[config.mk]
export PLATFORM = sky130hd
export DESIGN_NAME = timer_arbiter
export DESIGN_NICKNAME = d
export VERILOG_FILES = /design/src/rtl/timer_arb_pkg.sv /design/src/rtl/rr_pick.sv /design/src/rtl/timer_arbiter.sv
export SDC_FILE = /design/constraint.sdc
export NUM_CORES = 1
export LEC_CHECK = 0
export BUFFER_PORTS_ARGS = -buffer_cell sky130_fd_sc_hd__buf_2
export CAP_MARGIN = 20
export CORE_ASPECT_RATIO = 0.9
export CORE_MARGIN = 1
export CORE_UTILIZATION = 48
export CTS_CLUSTER_SIZE = 40
export DETAILED_ROUTE_END_ITERATION = 8
export PLACE_DENSITY_LB_ADDON = 0.05
export RECOVER_POWER = 50
export SLEW_MARGIN = 20
export SYNTH_ARGS = -nofsm -noshare
export SYNTH_HDL_FRONTEND = slang
export SYNTH_HIERARCHICAL = 1
export SYNTH_SLANG_ARGS = --single-unit
[constraint.sdc]
create_clock -name clock -period 4 [get_ports clock]
set_input_delay 0.2 -clock clock [delete_from_list [all_inputs] [get_ports clock]]
set_output_delay 0.2 -clock clock [all_outputs]
set_load 0.01 [all_outputs]
[src/rtl/timer_arb_pkg.sv]
// Shared types and helpers for the round-robin interval timer arbiter.
package timer_arb_pkg;

    typedef enum logic [1:0] {
        IDLE = 2'd0,
        RUN  = 2'd1,
        DONE = 2'd2
    } tarb_state_e;

    localparam int TARB_CNT_W = 16;

    // One-hot winner among up to 8 requesters, searching upward from last+1 with wrap.
    function automatic logic [7:0] rr_next(input logic [7:0] req, input logic [2:0] last,
                                           input int n);
        logic [7:0] oh;
        logic [2:0] idx;
        logic       found;
        oh    = '0;
        found = 1'b0;
        for (int k = 1; k <= 8; k++) begin
            if (k <= n && !found) begin
                idx = 3'((int'(last) + k) % n);
                if (req[idx]) begin
                    oh[idx] = 1'b1;
                    found   = 1'b1;
                end
            end
        end
        return oh;
    endfunction

endpackage

[src/rtl/rr_pick.sv]
// Combinational round-robin selector: one-hot winner plus its index.
module rr_pick
    import timer_arb_pkg::*;
#(
    parameter int N_REQ = 4,
    parameter int IDX_W = 2
) (
    input  logic [N_REQ-1:0] req,
    input  logic [IDX_W-1:0] last_winner,
    output logic [N_REQ-1:0] grant_oh,
    output logic [IDX_W-1:0] idx
);

    logic [7:0] req_ext;
    logic [2:0] last_ext;
    logic [7:0] oh;

    // NOTE: every always_comb output gets a default first so no path leaves it unassigned (no latch).
    always_comb begin
        req_ext                 = '0;
        last_ext                = '0;
        req_ext[N_REQ-1:0]      = req;
        last_ext[IDX_W-1:0]     = last_winner;
        oh                      = rr_next(req_ext, last_ext, N_REQ);
        grant_oh                = oh[N_REQ-1:0];
        idx                     = '0;
        for (int i = 0; i < 8; i++) begin
            if (oh[i]) idx = IDX_W'(i);
        end
    end

endmodule

[src/rtl/timer_arbiter.sv]
// Round-robin scheduler sharing one interval counter among N_REQ requesters.
module timer_arbiter
    import timer_arb_pkg::*;
#(
    parameter int N_REQ = 4,
    parameter int CNT_W = TARB_CNT_W
) (
    input  logic                   clock,
    input  logic                   reset,
    input  logic [N_REQ-1:0]       req,
    input  logic [N_REQ*CNT_W-1:0] req_len,
    input  logic                   abort,
    output logic [N_REQ-1:0]       grant,
    output logic                   busy,
    output logic [CNT_W-1:0]       count,
    output logic [N_REQ-1:0]       done,
    output logic                   aborted
);

    localparam int IDX_W = $clog2(N_REQ);

    tarb_state_e      state_q, state_d;
    logic [N_REQ-1:0] grant_q, grant_d, done_q, done_d;
    logic             busy_q, busy_d, aborted_q, aborted_d;
    logic [CNT_W-1:0] count_q, count_d, target_q, target_d;
    logic [IDX_W-1:0] win_q, win_d, last_q, last_d;
    logic [N_REQ-1:0] pick_oh;
    logic [IDX_W-1:0] pick_idx;
    logic [CNT_W-1:0] sel_len;

    rr_pick #(.N_REQ(N_REQ), .IDX_W(IDX_W)) u_pick (
        .req         (req),
        .last_winner (last_q),
        .grant_oh    (pick_oh),
        .idx         (pick_idx)
    );

    assign sel_len = req_len[int'(pick_idx)*CNT_W +: CNT_W];

    always_comb begin
        state_d   = state_q;
        grant_d   = grant_q;
        busy_d    = busy_q;
        count_d   = count_q;
        target_d  = target_q;
        win_d     = win_q;
        last_d    = last_q;
        done_d    = '0;
        aborted_d = 1'b0;
        unique case (state_q)
            IDLE: begin
                if (|req) begin
                    state_d  = RUN;
                    grant_d  = pick_oh;
                    busy_d   = 1'b1;
                    count_d  = '0;
                    win_d    = pick_idx;
                    // A zero length still occupies the counter for one cycle.
                    target_d = (sel_len == '0) ? CNT_W'(1) : sel_len;
                end
            end
            RUN: begin
                if (count_q == target_q - CNT_W'(1)) begin
                    state_d = DONE;
                    done_d  = grant_q;
                end else if (abort) begin
                    state_d   = DONE;
                    done_d    = grant_q;
                    aborted_d = 1'b1;
                end else begin
                    count_d = count_q + CNT_W'(1);
                end
            end
            DONE: begin
                state_d = IDLE;
                grant_d = '0;
                busy_d  = 1'b0;
                last_d  = win_q;
            end
            default: state_d = IDLE;
        endcase
    end

    // NOTE: sequential state uses non-blocking assignments so all flops update together at the edge.
    always_ff @(posedge clock or posedge reset) begin
        if (reset) begin
            state_q   <= IDLE;
            grant_q   <= '0;
            busy_q    <= 1'b0;
            count_q   <= '0;
            target_q  <= '0;
            win_q     <= '0;
            last_q    <= IDX_W'(N_REQ - 1);
            done_q    <= '0;
            aborted_q <= 1'b0;
        end else begin
            state_q   <= state_d;
            grant_q   <= grant_d;
            busy_q    <= busy_d;
            count_q   <= count_d;
            target_q  <= target_d;
            win_q     <= win_d;
            last_q    <= last_d;
            done_q    <= done_d;
            aborted_q <= aborted_d;
        end
    end

    assign grant   = grant_q;
    assign busy    = busy_q;
    assign count   = count_q;
    assign done    = done_q;
    assign aborted = aborted_q;

endmodule

==> results of run 1 <==
## through the flow
stage                     TNS (ns)  util (%)  worst slack [ns]  cells
final                            0     61.84            0.2063    540
after global routing             0     61.84          0.008409    540
after CTS                        0     61.29           0.01995    539
after detailed placement  -0.07720     59.91          -0.07720    530
after global placement           0     59.91           0.05404    530
after floorplan                  0         -          0.001714    346
## worst max-delay path: stages, from the launching register on
cell,delay (ns)
dfstp_2,0.56
inv_1,0.06
ha_1,0.31
mux4_2,0.39
buf_4,0.18
nor3b_4,0.29
a221o_2,0.23
o21bai_2,0.11
buf_6,0.14
mux4_2,0.52
or4_4,0.56
nor4_4,0.13
a31oi_1,0.11
o21ai_1,0.12
## registers in the layout, summed over array words and instances, names as in the netlist
signal / count
aborted: 1
last_q: 2
state_q: 2
win_q: 2
done: 4
count: 16
busy: 1
target_q: 16
grant: 4
## placed cells by master, fill, tap and decap left out, types with 6 or more instances in the layout
cell type and instances:
buf_2 83, clkbuf_1 14, mux4_2 19, and2_1 6
dfrtp_1 46, mux2i_1 11, nand4_1 8, a31oi_1 6
nor4_1 7, xnor2_1 11, buf_4 15, o21ai_0 8
nand2_1 79, inv_1 10, xor2_1 6, nor2_1 17
ha_1 10
## power by group through the flow
stage	Clock, W	Sequential (W)	Combinational [W]
floorplan	0	0.000795	0.00150
global placement	0	0.000830	0.00188
detailed placement	0	0.000833	0.00194
CTS	0.000291	0.000825	0.00198
global route	0.000306	0.000854	0.00226
finish	0.000278	0.000828	0.00206
## final timing paths
| check | end | depth (start not counted) | from | slack, ns |
|---|---|---|---|---|
| setup / recovery | target_q[0] | 13 | last_q[1] | 0.21 |
| hold reg to reg | busy | 2 | busy | 0.51 |
| min in group asynchronous | aborted | 2 | reset | 0.45 |
| max in group asynchronous | target_q[1] | 2 | reset | 2.57 |
| setup reg to reg | target_q[0] | 13 | last_q[1] | 0.21 |
| hold / removal | aborted | 3 | abort | 0.20 |
## layout make-up
type	instances	area share, %
clock buffers	6	1.754
clock inverters	1	0.1210
inverters	11	1.028
multi-input cells	272	51.07
flip-flops and latches	48	29.09
well taps	90	2.721
repair buffers	112	14.21
## what timing repair did
item	4_1_cts	5_1_grt
buffers inserted	2	2
hold endpoints to repair	0	0
setup endpoints to repair	1	1
resized for setup	0	8
pin swaps	1	3
## routing by layer
layer	vias up	share of wire, %	GRT usage (%)
met3	18	5.4	4.074
met2	105	48	39.24
met5	-	0	0
li1	1477	-	-
met1	1453	44	32.80
met4	0	2.4	8.548
## Yosys cell counts, drive strengths merged (5+ instances only)
master | instances | share of area (%)
buf | 5 | 1.2
nor4 | 9 | 1.7
and2 | 7 | 1.3
mux4 | 20 | 13
or2 | 6 | 1.1
o21ai | 9 | 1.3
nand4 | 8 | 1.5
and3 | 5 | 0.92
xor2 | 6 | 1.6
nor2 | 17 | 1.9
nand2 | 79 | 8.8
ha | 10 | 3.7
mux2i | 11 | 3.2
or4 | 6 | 1.3
nor3 | 6 | 0.89
a31oi | 6 | 1.1
inv | 11 | 1.2
dfrtp | 46 | 34
xnor2 | 11 | 2.8
clkbuf | 10 | 1.1
## cell families (layout without fill, tap and decap cells)
kind of cell / after synthesis / count (layout) / synth area share, %
compound gates: 47 / 47 / 10.71
xor+xnor: 17 / 17 / 4.394
fa+ha+maj: 10 / 10 / 3.693
buf+inv: 26 / 130 / 3.545
flops: 48 / 48 / 35.52
mux: 34 / 34 / 17.65
simple gates: 164 / 164 / 24.48
==> results.toml, run 1 <==
[run_status]
status = "finished, violations left"
violations = "capacitance limit, slew limit"

[detailed_routing]
antenna_left = 0
vias = 3053
drc_errors = 0
firstDrtPassIters = 4
wire_per_inst_um = 16.05
routed_via_density = 5.654
drt_wl_total_mm = 8.668
drtIter0Drc = 153

[critical_path]
path_max_fanout = 7
critPathArrivalTime_ns = 4.02
crit_type = "register to register"
required_ns = 4.23
cp-end-kind = "register"
start_kind = "register"

[power]
pwr-share-seq_pct = 26.2
p_per_area_nw_per_um2 = 764.0
p_comb_share_pct = 65.0
ir_worst_vdd_mv = 0.6804
swShare_pct = 44.24
p_leak_nw = 1.992
p_switching_w = 0.001399
p_int_w = 0.001763
p_clk_share_pct = 8.8
total_power_w = 0.003161

[logic_synthesis]
synth_flop_cell = "dfrtp_1"
synth_nets = 427
ys_seq_elements = 48
synth_area_um2 = 3388
synth_cell_types = 60
yosys_warnings = 6
syn_avg_cell_area_um2 = 9.793
synth_edf_count = 0
postSynthCellCount = 346
synth_async_sr_flop_share_pct = 100.0
yosysSeqAreaShare_pct = 35.52

[clocking]
clk_pin_slew_worst_paths_ns = 0.09
clock_path_buffers = 2
cts_tree = "built"
clk_latency_ns = 0.30
htreeDepth = 2
cts_sinks = 48
cts_hold_buf = 0
cts_buffers = 5
cts_root_buf = "clkbuf_8"

[finish]
register_area_um2 = 1204
n_fill_cell = 617
drive_gt1_share_pct = 33.33
multi_input_area_um2 = 2113
areaGrowthSynthToFinish_pct = 22.12
nets = 531
final_area_um2 = 4138
diodes = 0

[timing]
fmax_mhz = 263.6
fin_crit_sh_pct = 94.84
worstMarginPinSlew_ns = 2.144
finClkSkew_ns = 0.01201
hold_viol_final = 0
finalMaxSlewViolations = 49
min_period_ns = 3.794
slew_headroom_pct = -43.74
timing.hold.ws_ns = 0.2011
rsz0062_at_grt = "no"
setup_viol = 0

[placement]
gp_congestion = 0.8528
hpwlAfterDp_mm = 6.546
place_area_um2 = 4009
io_buffers = 96

[flow_run]
drv_cap = 1

[floorplanning]
die_h_um = 81.71
num_rows = 28
fp.coreArea_um2 = 6691
die_x_um = 90.56
die-area_um2 = 7399
pin_count = 97
start_util_pct = 50.64

[global_route]
grt_pass1_vias = 2884
grt_pass1_wl_mm = 14.03
grt_max_degree = 49
antenna_found_initial = 0
groute.usage.overall_pct = 24.09
overflow = 0

[hold_path]
hold_class = "input port to register"
(Power assumes the default switching activity.)
==> run 2, diff against run 1 <==
RECOVER_POWER = unset   (was 50)
==> run 2 against run 1 <==
The run now ends clean. Cell count stayed put. Clock skew about the same. Largest cell class unchanged. Wire length shrank 0.33%. Via count rose by 0.13%. Sequential power about the same. Global-route usage unchanged. Combinational power hardly changed. Sequential share of layout area down 0.11 points. Power hardly changed. Maximum frequency increased by 0.22%.
==> results.toml, run 2 (same netlist as run 1, synthesis figures left out) <==
[detailed_routing]
antenna_left = 0
routed_via_density = 5.661
drt_wl_total_mm = 8.639
firstDrtPassIters = 4
drtIter0Drc = 151
wire_per_inst_um = 16.00
vias = 3057
drc_errors = 0

[critical_path]
cp_top_family = "simple AND/OR/NAND/NOR gates"
path_buf_inv = 3
cp_common_cell = "mux4_2"
cp-end-kind = "register"
required_ns = 4.23
start_kind = "register"
path_cells = "inv_1, ha_1, mux4_2, buf_4, nor3b_4, a221o_2, o21bai_2, buf_6, mux4_2, or4_4, nor4_4, a31oi_1, o21ai_1"
path_max_fanout = 7
slowest_delay_ns = 0.56
crit_type = "register to register"
critPathArrivalTime_ns = 4.01
slowest_stage = "dfstp_2"

[power]
p_per_area_nw_per_um2 = 761.6
total_power_w = 0.003164
ir_worst_vdd_mv = 0.6800
p_leak_nw = 2.047

[finish]
final_area_um2 = 4154
nets = 531
register_area_um2 = 1204
areaGrowthSynthToFinish_pct = 22.60
multi_input_area_um2 = 2113
diodes = 0
final_common_cell = "buf_2"
fin_cells = 540
mostFrequentLayoutCells = "buf_2, nand2_1, dfrtp_1"
n_fill_cell = 612
drive_gt1_share_pct = 36.22

[global_route]
overflow = 0
groute.usage.overall_pct = 24.09
grt_max_degree = 49
use_met1_pct = 32.80
grt_pass1_vias = 2884
grtUsageMet2_pct = 39.24
busiest_layer = "met2"
grt_pass1_wl_mm = 14.03
antenna_found_initial = 0
met3_usage_pct = 4.074

[clocking]
htreeDepth = 2
clock_path_buffers = 2
cts_sinks = 48
cts_buffers = 5
clk_pin_slew_worst_paths_ns = 0.09
cts_tree = "built"
clk_latency_ns = 0.30
cts_hold_buf = 0
cts_root_buf = "clkbuf_8"

[floorplanning]
start_util_pct = 50.64
num_rows = 28
die_x_um = 90.56
die-area_um2 = 7399
fp.coreArea_um2 = 6691
pin_count = 97
die_h_um = 81.71

[timing]
worstMarginPinSlew_ns = 0.8400
hold_viol_final = 0
fmax_mhz = 264.2
finClkSkew_ns = 0.01206
rsz0062_at_grt = "no"
timing.hold.ws_ns = 0.02213
finalMaxSlewViolations = 0
fin_crit_sh_pct = 94.64
setup_viol = 0
slew_headroom_pct = 43.93
min_period_ns = 3.785

[placement]
hpwlAfterDp_mm = 6.546
gp_congestion = 0.8528
place_area_um2 = 4009
io_buffers = 96
dp_cells = 530

[run_status]
status = "completed"

[hold_path]
hold_class = "input port to async pin"

[flow_run]
drv_cap = 0
[run 2: changes by cell type in the layout (fill, tap and decap cells not counted)]
cell | previous run | this run
buf_2 | 83 | 96
clkbuf_1 | 14 | 1
clkinvlp_2 | 1 | 0
clkinv_2 | 1 | 2
[run 2: layout make-up]
| class | instances | share of cell area [%] |
|---|---|---|
| Clock inverter | 1 | 0.1205 |
| Tap cell | 90 | 2.711 |
| Clock buffer | 6 | 1.747 |
| Sequential cell | 48 | 28.98 |
| Inverter | 11 | 1.024 |
| Multi-Input combinational cell | 272 | 50.87 |
| Timing Repair Buffer | 112 | 14.55 |
[run 2: per-stage QoR]
step                setup slack [ns]  utilization (%)  setup TNS (ns)
global placement             0.05404            59.91               0
detailed placement          -0.07720            59.91        -0.07720
CTS                          0.01995            61.29               0
floorplan                   0.001714                -               0
global route                0.008409            62.08               0
finish                        0.2145            62.08               0
[run 2: final timing paths]
path                       startpoint           to  slack (ns)  cells after the start
max                         last_q[1]  target_q[0]        0.21                     13
min                             reset    count[12]        0.02                      2
max reg2reg                 last_q[1]  target_q[0]        0.21                     13
min reg2reg                      busy         busy        0.50                      2
max in group asynchronous       reset  target_q[1]        3.46                      2
min in group clock              abort      aborted        0.20                      3
[run 2: what timing repair did]
item | in CTS | in global routing
buffers inserted | 2 | 2
setup endpoints to repair | 1 | 1
pin swaps | 1 | 3
gates resized for setup | 0 | 8
[run 2: per-layer routing]
| layer | wire length (um) | share of wire [%] |
|---|---|---|
| met1 | 3875 | 45 |
| met2 | 4114 | 48 |
| met3 | 450 | 5.2 |
| met4 | 198 | 2.3 |
| met5 | 0 | 0 |
[run 2: report_power, final]
group	switching [W]	leakage (nW)	internal (W)
combinational	0.00105	1.39	0.00101
sequential	0.000184	0.620	0.000643
clock	0.000159	0.0410	0.000119
